--- config.mk ---
export PLATFORM = sky130hd
export DESIGN_NAME = apu_frame_sequencer
export DESIGN_NICKNAME = d
export VERILOG_FILES = /design/src/rtl/apu_pkg.sv /design/src/rtl/prescale_tick.sv /design/src/rtl/apu_frame_sequencer.sv
export SDC_FILE = /design/constraint.sdc
export NUM_CORES = 1
export LEC_CHECK = 0
export CAP_MARGIN = 20
export CORE_ASPECT_RATIO = 0.5
export CORE_MARGIN = 4
export CORE_UTILIZATION = 40
export DETAILED_ROUTE_END_ITERATION = 8
export GPL_TIMING_DRIVEN = 0
export SLEW_MARGIN = 20
export SYNTH_ARGS = -nofsm -noshare
export SYNTH_HDL_FRONTEND = slang
export SYNTH_SLANG_ARGS = --single-unit
--- constraint.sdc ---
create_clock -name clk -period 5 [get_ports clk]
set_clock_uncertainty 0.15 [all_clocks]
set_input_delay 1 -clock clk [delete_from_list [all_inputs] [get_ports clk]]
set_output_delay 1 -clock clk [all_outputs]
set_load 0.03 [all_outputs]
--- src/rtl/apu_pkg.sv ---
`default_nettype none
// ============================================================================
//  Module   : apu_pkg
//  Brief    : Shared types and lookup functions for the APU frame sequencer.
//  Revision : 1.0
// ============================================================================
package apu_pkg;

   typedef enum logic [2:0] {
      STEP0 = 3'd0,
      STEP1 = 3'd1,
      STEP2 = 3'd2,
      STEP3 = 3'd3,
      STEP4 = 3'd4
   } step_t;

   typedef struct packed {
      logic quarter;
      logic half;
      logic irq;
   } step_act_t;

   function automatic int calc_prescale(input int clkrate, input int tick_hz);
      return clkrate / tick_hz;
   endfunction

   // Counter width; a prescale of 2 still needs one bit.
   function automatic int calc_ps_w(input int prescale);
      return (prescale > 2) ? $clog2(prescale) : 1;
   endfunction

   function automatic step_act_t step_action(input logic mode5, input step_t s);
      step_act_t a;
      a = '0;
      case (s)
         STEP0: a.quarter = 1'b1;
         STEP1: begin a.quarter = 1'b1; a.half = 1'b1; end
         STEP2: a.quarter = 1'b1;
         STEP3: if (!mode5) begin a.quarter = 1'b1; a.half = 1'b1; a.irq = 1'b1; end
         STEP4: if (mode5) begin a.quarter = 1'b1; a.half = 1'b1; end
         default: a = '0;
      endcase
      return a;
   endfunction

   function automatic step_t step_advance(input logic mode5, input step_t s);
      step_t n;
      case (s)
         STEP0:   n = STEP1;
         STEP1:   n = STEP2;
         STEP2:   n = STEP3;
         STEP3:   n = mode5 ? STEP4 : STEP0;
         default: n = STEP0;
      endcase
      return n;
   endfunction

endpackage
`default_nettype wire

--- src/rtl/prescale_tick.sv ---
`default_nettype none
// ============================================================================
//  Module   : prescale_tick
//  Brief    : Reloadable down-counter issuing a one-cycle tick at zero.
//  Revision : 1.0
// ============================================================================
module prescale_tick #(
   parameter int PRESCALE = 10,
   parameter int PS_W     = 4
) (
   input  logic clk,
   input  logic rst,
   input  logic load,
   output logic tick
);

   localparam logic [PS_W-1:0] c_reload = PS_W'(PRESCALE - 1);

   logic [PS_W-1:0] r_count;

   assign tick = (r_count == '0);

   always_ff @(posedge clk) begin
      if (rst) begin
         r_count <= c_reload;
      end else if (load || tick) begin
         r_count <= c_reload;
      end else begin
         r_count <= r_count - PS_W'(1);
      end
   end

endmodule
`default_nettype wire

--- src/rtl/apu_frame_sequencer.sv ---
`default_nettype none
// ============================================================================
//  Module   : apu_frame_sequencer
//  Brief    : APU frame sequencer: quarter/half/video-frame enables, 4/5-step
//             modes and frame IRQ controlled by the $4017 write.
//  Revision : 1.0
// ============================================================================
module apu_frame_sequencer
   import apu_pkg::*;
#(
   parameter int CLKRATE = 1_790_000,
   parameter int TICK_HZ = 240
) (
   input  logic       clk,
   input  logic       rst,
   input  logic       cfg_we,
   input  logic       cfg_mode5,
   input  logic       cfg_irq_inhibit,
   input  logic       irq_ack,
   output logic       enable_quarter,
   output logic       enable_half,
   output logic       enable_frame,
   output logic       frame_irq,
   output logic [2:0] step
);

   // PRESCALE must be >= 2 for the tick to be a single-cycle event.
   localparam int PRESCALE = calc_prescale(CLKRATE, TICK_HZ);
   localparam int PS_W     = calc_ps_w(PRESCALE);

   logic      w_tick;
   step_t     r_step,    w_step_nxt;
   logic      r_mode5,   w_mode5_nxt;
   logic      r_inhibit, w_inhibit_nxt;
   logic [1:0] r_vdiv,   w_vdiv_nxt;
   logic      r_quarter, w_quarter_nxt;
   logic      r_half,    w_half_nxt;
   logic      r_frame,   w_frame_nxt;
   logic      r_irq,     w_irq_nxt;
   step_act_t w_act;

   prescale_tick #(
      .PRESCALE (PRESCALE),
      .PS_W     (PS_W)
   ) u_prescale (
      .clk  (clk),
      .rst  (rst),
      .load (cfg_we),
      .tick (w_tick)
   );

   always_ff @(posedge clk) begin
      if (rst) begin
         r_step    <= STEP0;
         r_mode5   <= 1'b0;
         r_inhibit <= 1'b0;
         r_vdiv    <= 2'd0;
         r_quarter <= 1'b0;
         r_half    <= 1'b0;
         r_frame   <= 1'b0;
         r_irq     <= 1'b0;
      end else begin
         r_step    <= w_step_nxt;
         r_mode5   <= w_mode5_nxt;
         r_inhibit <= w_inhibit_nxt;
         r_vdiv    <= w_vdiv_nxt;
         r_quarter <= w_quarter_nxt;
         r_half    <= w_half_nxt;
         r_frame   <= w_frame_nxt;
         r_irq     <= w_irq_nxt;
      end
   end

   always_comb begin
      w_act         = step_action(r_mode5, r_step);
      w_step_nxt    = r_step;
      w_mode5_nxt   = r_mode5;
      w_inhibit_nxt = r_inhibit;
      w_vdiv_nxt    = w_tick ? r_vdiv + 2'd1 : r_vdiv;
      w_frame_nxt   = w_tick && (r_vdiv == 2'd0);
      w_quarter_nxt = 1'b0;
      w_half_nxt    = 1'b0;
      w_irq_nxt     = r_irq;

      if (cfg_we) begin
         // The write restarts the sequence and swallows a coincident tick.
         w_mode5_nxt   = cfg_mode5;
         w_inhibit_nxt = cfg_irq_inhibit;
         w_step_nxt    = STEP0;
         w_quarter_nxt = cfg_mode5;
         w_half_nxt    = cfg_mode5;
         if (cfg_irq_inhibit || irq_ack) begin
            w_irq_nxt = 1'b0;
         end
      end else begin
         if (w_tick) begin
            w_quarter_nxt = w_act.quarter;
            w_half_nxt    = w_act.half;
            w_step_nxt    = step_advance(r_mode5, r_step);
         end
         if (w_tick && w_act.irq && !r_inhibit) begin
            w_irq_nxt = 1'b1;
         end else if (irq_ack || r_inhibit) begin
            w_irq_nxt = 1'b0;
         end
      end
   end

   assign enable_quarter = r_quarter;
   assign enable_half    = r_half;
   assign enable_frame   = r_frame;
   assign frame_irq      = r_irq;
   assign step           = r_step;

endmodule
`default_nettype wire

==> out/results.tsv, run 1 <==
stage	metric	value	unit
worst_setup_path	path_buf_inv	1	
logic_synthesis	syn_area	1114	sq um
timing	timing.slew.headroom	68.89	%
hold_path	whs_path_depth	1	
logic_synthesis	syn_area_per_cell	9.437	sq um
clocking	clk_pin_slew	80	ps
clocking	ctsResizeCount	0	
route	drc	0	
floorplan	core	2619	sq um
logic_synthesis	synth-main-ff-cell	dfxtp_1	
layout	fin_nets	144	
layout	layout-drive-gt1-share	11.19	%
worst_setup_path	slowest_delay	730	ps
floorplan	start_util	42.52	%
place	gp_congestion	0.7152	
layout	largest_register_ff_count	13	
worst_setup_path	critPathMaxFanout	8	
clocking	clockBufferDepth	2	
place	io_buffers	12	
clocking	cts_tree	built	
logic_synthesis	ys_warn_count	0	
layout	n_fill_cell	253	
worst_setup_path	required	3850	ps
floorplan	die-area	3743	sq um
route	drt_iter0_drc	26	
outcome	status	finished clean	
hold_path	min_path_type	flop to flop	
global_route	antenna_found_initial	0	
logic_synthesis	synthArstFlopShare	0	%
global_route	grt_use_total	13.25	%
power	finalPower	356.5	uW
worst_setup_path	path_depth	1	
worst_setup_path	crit_slowest_cell	clkdlybuf4s50_1	
worst_setup_path	path_class	flop to output port	
timing	fmax	380.3	MHz
place	hpwl	1426	microns
layout	final_util	50.98	%
power	p_leak	0.4383	nW
power	powerDensity	267.0	nW/um^2
route	wl	2039	microns
route	vias	856	
worst_setup_path	worstPathCellList	clkdlybuf4s50_1	
route	ant_nets	0	
floorplan	fp.dieH	45.31	microns
route	wl_met2	811	microns
worst_setup_path	startpoint_type	flop	
timing	finalSetupViolCount	0	
timing	min_period_over_period	52.58	%
logic_synthesis	ys_seq_area_share	43.15	%
route	viasPerCell	5.006	
timing	setup_tns	0	ps
floorplan	fp-row-count	13	
power	peakVddDrop	96.68	uV
layout	regMostFlops	u_prescale.r_count	
logic_synthesis	syn_inst	118	
global_route	grt_pass1_wl	3525	microns
clocking	cts_hold_buf	0	
floorplan	ios	13	
logic_synthesis	synth_nets	127	
run	maxCapViolations	0	
logic_synthesis	synth-seq-cells	24	
clocking	cts_sinks	24	
clocking	htreeDepth	1	
timing	tightest_slew	464.5	ps
clocking	clk_latency	270	ps
layout	syn_to_final_growth	19.89	%
layout	diodes	0	
timing	period_needed	2629	ps
global_route	grt_overflow	0	
timing	rsz0062_at_grt	false	
clocking	cts_root_buffer	clkbuf_8	
clocking	post_cts_buffers	0	
worst_setup_path	critPathTopFamily	buffers and inverters	
timing	finalHoldViolations	0	
timing	slew_viol_final	0	
logic_synthesis	synth_edf_count	0	
global_route	grt_pass1_vias	778	
route	wl_met1	1050	microns
logic_synthesis	synth_cell_type_count	36	
route	maxUsedRoutingLayer	met4	
floorplan	die_x	82.62	microns
route	routed-wl-met3	130	microns
route	wl_per_cell	11.92	microns
worst_setup_path	arrival	1480	ps
route	dr.pass1.iters	4	
worst_setup_path	worstRegToRegCells	6	
worst_setup_path	crit_path_end_kind	output port	
clocking	cts_buffers	3	
global_route	grt_max_degree	14	
## worst paths after layout
kind	to	slack, ps	startpoint
worst max-delay path	step[1]	2370	step[1]
worst min-delay path	u_prescale.r_count[0]	270	u_prescale.r_count[0]
worst max register to register	step[1]	3160	u_prescale.r_count[0]
worst min register to register	u_prescale.r_count[0]	270	u_prescale.r_count[0]
## kinds of logic (layout without fill, tap and decap cells)
group           count (synthesis)  count (layout)  synth area share (%)
fa+ha+maj                       3               3                 3.371
mux                             2               2                 1.798
compound gates                 18              18                 9.662
buf+inv                         7              23                 2.471
xor+xnor                        7               7                 5.506
simple gates                   57              57                 34.05
flops                          24              24                 43.15
## area by class of cell
cell class / instances / area, sq um / share of cell area, %
Inverter: 5 / 18.77 / 1.406
Sequential cell: 24 / 480.5 / 35.99
Multi-Input combinational cell: 87 / 605.6 / 45.36
Buffer: 2 / 8.758 / 0.6560
Clock buffer: 4 / 55.05 / 4.124
Tap cell: 37 / 46.29 / 3.468
Timing Repair Buffer: 12 / 120.1 / 8.997
## through the flow
step                hold WS [ps]  std cells  setup WS, ps  instance area (sq um)
global route               313.0        171          2322                   1335
finish                     274.1        171          2371                   1335
CTS                        281.1        171          2367                   1335
floorplan                  230.3        118          3070                   1114
detailed placement         247.8        167          2234                   1280
global placement           243.4        167          2218                   1280
## routing by layer
layer | track usage (%) | vias to the layer above
li1 | - | 450
met1 | 16.73 | 385
met2 | 19.59 | 16
met3 | 4.781 | 5
met4 | 7.818 | 0
met5 | 0 | -
## synth_stat cells, types with 3 or more instances
cell	number	area share, %
a21oi_1	5	2.2
dfxtp_1	24	43
ha_1	3	3.4
inv_1	5	1.7
nand2_1	11	3.7
nand2b_1	3	1.7
nand3_1	6	2.7
nor2_1	14	4.7
nor4_2	3	3.4
o21ai_1	5	2.2
or3_1	4	2.2
xnor2_1	6	4.7
## placed cells by master (no fill, tap or decap), types with 4 or more instances in the layout
master and count:
a21oi_1 5, clkbuf_8 4, clkdlybuf4s50_1 12, dfxtp_1 24, inv_1 5, nand2_1 11, nand3_1 6, nor2_1 14
o21ai_1 5, or3_1 4, xnor2_1 6
## power by group
group	switching, mW	leakage [nW]	internal, mW	total (mW)
logic	0.0138	0.215	0.0115	0.0253
registers	0.00398	0.195	0.195	0.198
clock network	0.0623	0.0288	0.0704	0.133
total	0.0800	0.438	0.276	0.356
Power figures use the tool's default switching activity.
==> run 2, diff against run 1 <==
Clock period 5 ns to 2.2 ns, I/O delays scaled along.
==> results of run 2 <==
The final DEF is identical to that of run 1. Status: finished clean.
Main changes from that run: setup slack after placement 2234 ps -> -5.519 ps; setup slack after layout 2371 ps -> 130.8 ps; register-to-register setup slack 3160 ps -> 360 ps; total power 0.3565 mW -> 0.8102 mW; worst IR drop on VDD 96.68 uV -> 219.7 uV
==> run 3, diff against run 2 <==
Settings changed: TNS_END_PERCENT from default to 30.
==> results of run 3 <==
The final DEF is identical to that of run 1. Status: finished clean.
Main changes from that run: setup slack after placement 2234 ps -> -5.519 ps; setup slack after layout 2371 ps -> 130.8 ps; register-to-register setup slack 3160 ps -> 360 ps; total power 0.3565 mW -> 0.8102 mW; worst IR drop on VDD 96.68 uV -> 219.7 uV
